### src/rtl/scramble_pkg.sv
// Shared constants, FSM state type and LFSR step for the scramble random server.
// Optional feature macro used by this slice: SCRAMBLE_SEED_LOAD_EN.
package scramble_pkg;

    localparam int          LfsrWidth   = 16;
    localparam logic [15:0] TapMask     = 16'hB400;
    localparam logic [15:0] DefaultSeed = 16'hACE1;

    typedef enum logic [1:0] {
        IDLE,
        SAMPLE,
        DONE
    } stateT;

    // One Galois step of x^16+x^14+x^13+x^11+1 (right shift, feed back lsb)
    function automatic logic [LfsrWidth-1:0] lfsrNext(
        input logic [LfsrWidth-1:0] v
    );
        return (v >> 1) ^ (v[0] ? TapMask : '0);
    endfunction

endpackage

### src/rtl/lfsr16.sv
// Free-running 16-bit Galois LFSR with reload port and all-zero lockup guard.
// A zero load value falls back to the seed so the register never locks up.
module lfsr16
    import scramble_pkg::*;
#(
    parameter logic [LfsrWidth-1:0] SeedVal = DefaultSeed
) (
    input  logic                 clk,
    input  logic                 rst_n,
    input  logic                 load,
    input  logic [LfsrWidth-1:0] load_val,
    output logic [LfsrWidth-1:0] q
);

    // Reload beats lockup guard; otherwise advance every cycle
    always_ff @(posedge clk) begin
        if (!rst_n) begin
            q <= SeedVal;
        end else if (load) begin
            q <= (load_val == '0) ? SeedVal : load_val;
        end else if (q == '0) begin
            q <= SeedVal;
        end else begin
            q <= lfsrNext(q);
        end
    end

endmodule

### src/rtl/scramble_rand_server.sv
// Serves one bounded pseudo-random index per rising edge of RandomPlease.
// Define SCRAMBLE_SEED_LOAD_EN to add the SeedIn/SeedLoad reseed ports.
module scramble_rand_server
    import scramble_pkg::*;
#(
    parameter int          RandNum  = 31,
    parameter int          MaxTries = 4,
    parameter logic [15:0] SeedVal  = DefaultSeed,
    localparam int         W        = $clog2(RandNum + 1)
) (
    input  logic         clk,
    input  logic         rst_n,
    input  logic         RandomPlease,
`ifdef SCRAMBLE_SEED_LOAD_EN
    input  logic [15:0]  SeedIn,
    input  logic         SeedLoad,
`endif
    output logic [W-1:0] RandOut,
    output logic         RandValid,
    output logic         Busy
);

    localparam logic [W-1:0] MaxIdx  = W'(RandNum);
    localparam logic [W-1:0] Span    = W'(RandNum + 1);
    localparam logic [3:0]   LastTry = 4'(MaxTries - 1);

    logic [LfsrWidth-1:0] lfsrQ;
    logic                 lfsrLoad;
    logic [LfsrWidth-1:0] lfsrLoadVal;
    logic                 reqQ;
    logic                 reqRise;
    stateT                state;
    logic [3:0]           tries;
    logic [W-1:0]         cand;
    logic                 inRange;
    logic [W-1:0]         folded;

`ifdef SCRAMBLE_SEED_LOAD_EN
    assign lfsrLoad    = SeedLoad;
    assign lfsrLoadVal = SeedIn;
`else
    assign lfsrLoad    = 1'b0;
    assign lfsrLoadVal = SeedVal;
`endif

    lfsr16 #(
        .SeedVal (SeedVal)
    ) uLfsr (
        .clk      (clk),
        .rst_n    (rst_n),
        .load     (lfsrLoad),
        .load_val (lfsrLoadVal),
        .q        (lfsrQ)
    );

    assign reqRise = RandomPlease & ~reqQ;
    assign cand    = W'(lfsrQ);
    assign inRange = (cand <= MaxIdx);
    assign folded  = cand - Span;

    // Track the request level every cycle so held requests fire once
    always_ff @(posedge clk) begin
        if (!rst_n) begin
            reqQ <= 1'b0;
        end else begin
            reqQ <= RandomPlease;
        end
    end

    // Draw FSM: accept in-range sample, or fold after the last rejected try
    always_ff @(posedge clk) begin
        if (!rst_n) begin
            state     <= IDLE;
            RandOut   <= '0;
            RandValid <= 1'b0;
            Busy      <= 1'b0;
            tries     <= '0;
        end else begin
            RandValid <= 1'b0;
            unique case (state)
                IDLE: begin
                    if (reqRise) begin
                        state <= SAMPLE;
                        Busy  <= 1'b1;
                        tries <= '0;
                    end
                end
                SAMPLE: begin
                    if (inRange) begin
                        RandOut   <= cand;
                        RandValid <= 1'b1;
                        state     <= DONE;
                    end else if (tries == LastTry) begin
                        RandOut   <= folded;
                        RandValid <= 1'b1;
                        state     <= DONE;
                    end else begin
                        tries <= tries + 4'd1;
                    end
                end
                DONE: begin
                    Busy  <= 1'b0;
                    state <= IDLE;
                end
                default: begin
                    state <= IDLE;
                end
            endcase
        end
    end

endmodule

### config.mk
export PLATFORM = sky130hd
export DESIGN_NAME = scramble_rand_server
export DESIGN_NICKNAME = d
export VERILOG_FILES = /design/src/rtl/scramble_pkg.sv /design/src/rtl/lfsr16.sv /design/src/rtl/scramble_rand_server.sv
export SDC_FILE = /design/constraint.sdc
export NUM_CORES = 1
export LEC_CHECK = 0
export BUFFER_PORTS_ARGS = -buffer_cell sky130_fd_sc_hd__buf_4
export CAP_MARGIN = 40
export CORE_ASPECT_RATIO = 0.9
export CORE_MARGIN = 10
export CORE_UTILIZATION = 54
export DETAILED_ROUTE_END_ITERATION = 12
export PLACE_DENSITY = 0.85
export SYNTH_ARGS = -nofsm -noshare
export SYNTH_HDL_FRONTEND = slang
export SYNTH_SLANG_ARGS = --single-unit
### constraint.sdc
create_clock -name clk -period 1.4 [get_ports clk]
set_input_delay 0.14 -clock clk [delete_from_list [all_inputs] [get_ports clk]]
set_output_delay 0.14 -clock clk [all_outputs]
set_load 0.01 [all_outputs]
==> results.json, run 1 <==
{
  "cts-root-buf": "clkbuf_4",
  "areaGrowthSynthToFinish_pct": 16.01,
  "synthesis.area_um2": 890.9,
  "h-tree-depth": 1,
  "final_cell_area_mm2": 0.001033,
  "wl_um": 1406,
  "hpwl_um": 1101,
  "slew_headroom_pct": 74.66,
  "start_util_pct": 59.53,
  "fp.coreArea_mm2": 0.001496,
  "fmax_mhz": 848.9,
  "maxSlewViolCount": 0,
  "p_total_mw": 1.425,
  "synth_cell_type_count": 17,
  "layout_worst_path_cycle_share_pct": 84.15,
  "cts.hold.buffers_added": 0,
  "grt_start_max_net_pins": 16,
  "combPwrFrac_pct": 7.0,
  "drive_gt1_share_pct": 25.00,
  "avgSynthCellArea_um2": 12.37,
  "yosysSeqAreaShare_pct": 58.43,
  "intPower_mw": 1.131,
  "die_width_um": 62.82,
  "globalplace.congestion": 0.8286,
  "portBuffers": 9,
  "dp.cells": 102,
  "fin_skew_ps": 9.398,
  "num_io_pins": 10,
  "cts_resized": 0,
  "via_per_inst": 4.642,
  "critPathKind": "register to register",
  "path_clk_slew_ps": 140,
  "wire_per_inst_um": 13.26,
  "drt_pass1_iterations": 4,
  "p_sw_mw": 0.2940,
  "antenna_found_initial": 0,
  "rows": 13,
  "ant_nets": 0,
  "die_y_um": 58.53,
  "synth_cells": 72,
  "period_minus_slack_ps": 1178,
  "dieArea_mm2": 0.003677,
  "num_vias": 492,
  "cp.required_ps": 1660,
  "seq_power_share_pct": 57.9,
  "cts.path.max_buffers": 2,
  "first_iter_violations": 12,
  "hold_path.class": "input pin to register",
  "ys_ff_latch": 26,
  "hold_violations": 0,
  "post-cts-setup-buffer-count": 0,
  "diodes": 0,
  "setup-violations-final": 0,
  "layout.nets": 88,
  "power_frac_clock_pct": 35.1,
  "final.fill_count": 123,
  "rsz0062_at_grt": "no",
  "cts_buffers": 3,
  "switching_share_pct": 20.63,
  "synth_fp_nets": 75,
  "place_area_um2": 980.9,
  "ir_worst_vdd_v": 0.001038,
  "cts_sinks": 26,
  "cp-start-kind": "register",
  "cp_max_fo": 8,
  "grt_use_total_pct": 8.284,
  "grt_pass1_wl_um": 2387,
  "status": "finished clean",
  "clock_latency_ps": 320,
  "drv_cap": 0,
  "arrival_ps": 1440,
  "max_slew.worst_pin.slew_ps": 377.0,
  "finalSetupTns_ps": 0,
  "drc_errors": 0,
  "leakage_nw": 0.4033,
  "overflow": 0,
  "cp-end-kind": "register",
  "cts_tree": "built",
  "yosys_warnings": 0,
  "grt_pass1_vias": 499,
  "fin_util_pct": 69.06,
  "powerDensity_mw_per_mm2": 1379,
  "fin_cells": 106
}
area by class of cell:
type                    count  area (um^2)  area share [%]
clock buffers               3        22.52           2.179
clock inverters             1        30.03           2.906
inverters                   1        3.754          0.3632
multi-input cells          42        346.6           33.54
flip-flops and latches     26        520.5           50.36
well taps                  22        27.53           2.663
repair buffers             11        82.58           7.990
kinds of logic after synthesis:
family                    after synthesis  share of synthesized area [%]
AOI/OAI and AO/OA                       2                          4.074
DFF                                    26                          58.43
and+or+nand+nor                        32                          26.26
buffers and inverters                   4                          2.667
xor gates and xnor gates                3                          2.950
muxes                                   5                          5.618
sequential cells by signal (all words and copies together) (netlist names):
| name | cells |
|---|---|
| Busy | 1 |
| RandOut | 5 |
| RandValid | 1 |
| reqQ | 1 |
| state | 2 |
| uLfsr.q | 16 |
Yosys cell counts, drive strengths merged:
library cell / number / area, um^2
dfxtp: 26 / 520.5
mux2i: 5 / 50.05
inv: 1 / 3.750
nor2b: 1 / 6.260
buf: 2 / 16.26
nor4b: 1 / 8.760
nand2b: 7 / 43.79
a31o: 1 / 8.760
nor2: 6 / 22.52
nor4: 4 / 76.32
a41oi: 1 / 27.53
nand2: 2 / 7.510
clkbuf: 1 / 3.750
and2: 11 / 68.82
xnor2: 3 / 26.28
final timing paths:
kind / slack [ps] / from / to / depth (start not counted)
worst min-delay path: 20 / RandomPlease / reqQ$_SDFF_PN0_ / 2
worst max-delay path: 220 / uLfsr.q[8]$_SDFF_PP0_ / uLfsr.q[5]$_SDFF_PP1_ / 3
worst min register to register: 490 / uLfsr.q[15]$_SDFF_PP1_ / uLfsr.q[14]$_SDFF_PP0_ / 1
worst max register to register: 220 / uLfsr.q[8]$_SDFF_PP0_ / uLfsr.q[5]$_SDFF_PP1_ / 3
per-stage QoR:
step,hold slack (ps),worst slack [ps]
3_3_place_gp,350.0,313.0
6_report,19.84,222.0
5_1_grt,26.43,154.6
2_1_floorplan,261.7,346.9
3_5_place_dp,366.7,265.3
4_1_cts,18.04,214.6
placed cells by master, fill, tap and decap left out:
cell type / netlist / layout
a31o_2: 1 / 1
a41oi_4: 1 / 1
and2_1: 11 / 11
buf_4: 0 / 11
bufinv_16: 0 / 1
clkbuf_4: 0 / 3
dfxtp_1: 26 / 26
inv_1: 1 / 1
mux2i_1: 5 / 5
nand2_1: 2 / 2
nand2b_1: 7 / 7
nor2_1: 6 / 6
nor2b_1: 1 / 1
nor4_2: 1 / 1
nor4_4: 3 / 3
nor4b_1: 1 / 1
xnor2_1: 3 / 3
critical path, cell delays in order (launching register included):
cell and delay [ps]:
dfxtp_1 350, nor4_2 410, a41oi_4 230, nand2b_1 130
power by group through the flow:
stage	sequential (mW)	combinational, mW	clock (mW)
2_1_floorplan	0.834	0.0719	0
3_3_place_gp	0.839	0.0980	0
3_5_place_dp	0.842	0.101	0
4_1_cts	0.826	0.102	0.509
5_1_grt	0.831	0.110	0.537
6_report	0.825	0.100	0.501
metal layers:
layer | vias to the layer above | share of wire [%] | GRT usage (%)
met5 | - | 0 | 0
met4 | 0 | 0.92 | 1.911
met3 | 2 | 5.9 | 4.726
met2 | 9 | 48 | 13.45
met1 | 221 | 45 | 9.307
li1 | 260 | - | -
Power figures use the tool's default switching activity.
==> run 2: changes to the inputs <==
==> constraint.sdc (replaced) <==
create_clock -name clk -period 1.23 [get_ports clk]
set_input_delay 0.123 -clock clk [delete_from_list [all_inputs] [get_ports clk]]
set_output_delay 0.123 -clock clk [all_outputs]
set_load 0.01 [all_outputs]
==> results.json, run 2 (synthesized netlist as in run 1, its figures left out) <==
{
  "critPathKind": "register to register",
  "grt_pass1_vias": 495,
  "globalplace.congestion": 0.8121,
  "multi_input_area_um2": 346.6,
  "rows": 13,
  "num_io_pins": 10,
  "path_buf_inv": 0,
  "reg_top3": "uLfsr.q: 16 flops, RandOut: 5 flops, state: 2 flops",
  "cts_sinks": 26,
  "setup-violations-final": 0,
  "fp.coreArea_mm2": 0.001496,
  "layout_commonest_cell": "dfxtp_1",
  "status": "finished clean",
  "hpwl_um": 1014,
  "first_iter_violations": 8,
  "hold_violations": 0,
  "hold_path.class": "input pin to register",
  "wire_per_inst_um": 12.77,
  "drc_errors": 0,
  "cp_max_fo": 8,
  "areaGrowthSynthToFinish_pct": 17.13,
  "hold-worst-slack_ps": 92.62,
  "period_minus_slack_ps": 1129,
  "largest_reg_flops": 16,
  "layout_setup_ws_ps": 101.4,
  "cts-root-buf": "clkbuf_4",
  "drt_pass1_iterations": 4,
  "fin_skew_ps": 13.89,
  "clock_latency_ps": 320,
  "fin_util_pct": 69.73,
  "portBuffers": 9,
  "critPathSlowestCell": "dfxtp_1",
  "drv_cap": 0,
  "cts_resized": 0,
  "ir_worst_vdd_v": 0.001362,
  "cp-end-kind": "register",
  "slowest_delay_ps": 360,
  "path_clk_slew_ps": 140,
  "cts_tree": "built",
  "die_width_um": 62.82,
  "layout_worst_path_cycle_share_pct": 91.75,
  "maxSlewViolCount": 0,
  "arrival_ps": 1390,
  "wl_um": 1366,
  "fmax_mhz": 886.1,
  "overflow": 0,
  "layout.nets": 89,
  "crit_chain": "nor4_2 > a41oi_4 > nand2b_1",
  "finalSetupTns_ps": 0,
  "top_register": "uLfsr.q",
  "regArea_um2": 520.5,
  "final_cell_area_mm2": 0.001044,
  "antenna_found_initial": 0,
  "max_slew.worst_pin.slew_ps": 334.7,
  "num_vias": 510,
  "start_util_pct": 59.53,
  "leakage_nw": 0.4070,
  "drive_gt1_share_pct": 24.71,
  "rsz0062_at_grt": "no",
  "grt_pass1_wl_um": 2484,
  "dieArea_mm2": 0.003677,
  "post-cts-setup-buffer-count": 0,
  "cp.required_ps": 1490,
  "diodes": 0,
  "cts.hold.buffers_added": 1,
  "die_y_um": 58.53,
  "grt_start_max_net_pins": 16,
  "h-tree-depth": 1,
  "powerDensity_mw_per_mm2": 1558,
  "cts_buffers": 3,
  "ant_nets": 0,
  "slew_headroom_pct": 77.50,
  "cp-start-kind": "register",
  "final.fill_count": 121,
  "grt_use_total_pct": 8.799,
  "cp_top_family": "simple AND/OR/NAND/NOR gates",
  "cts.path.max_buffers": 2,
  "via_per_inst": 4.766,
  "place_area_um2": 980.9,
  "layout_common_cells": "dfxtp_1, and2_1, buf_4",
  "post-place-ws_ps": 150.3
}
run 2: cell count changes in the layout (fill, tap and decap cells not counted):
cell	delta
dlygate4sd3_1	+1
run 2: metal layers:
layer	vias to the layer above	routed length, um	global-route usage [%]
met5	-	0	0
met4	0	8	2.866
met3	2	100	5.860
met2	11	580	12.72
met1	235	677	10.28
li1	262	-	-
run 2: power by group:
part	leakage, nW	internal (mW)	total, mW	switching (mW)
logic	0.164	0.0676	0.119	0.0514
registers	0.215	0.893	0.935	0.0425
clock network	0.0279	0.330	0.571	0.241
total	0.407	1.29	1.63	0.335
run 2: metrics by stage:
step	cells	total power, mW
floorplan	72	1.031
global placement	102	1.068
detailed placement	102	1.072
CTS	107	1.643
global route	107	1.710
finish	107	1.625
run 2: worst paths after layout:
check                          from               endpoint  slack [ps]  cells past startpoint
min                           rst_n   RandValid$_SDFF_PN0_          90                      2
max          uLfsr.q[10]$_SDFF_PP1_  uLfsr.q[7]$_SDFF_PP1_         100                      3
min reg2reg   uLfsr.q[8]$_SDFF_PP0_  uLfsr.q[7]$_SDFF_PP1_         500                      1
max reg2reg  uLfsr.q[10]$_SDFF_PP1_  uLfsr.q[7]$_SDFF_PP1_         100                      3
run 2: layout make-up:
| class | count | area share, % |
|---|---|---|
| flip-flops and latches | 26 | 49.88 |
| multi-input cells | 42 | 33.21 |
| repair buffers | 12 | 8.873 |
| clock inverters | 1 | 2.878 |
| well taps | 22 | 2.638 |
| clock buffers | 3 | 2.158 |
| inverters | 1 | 0.3597 |
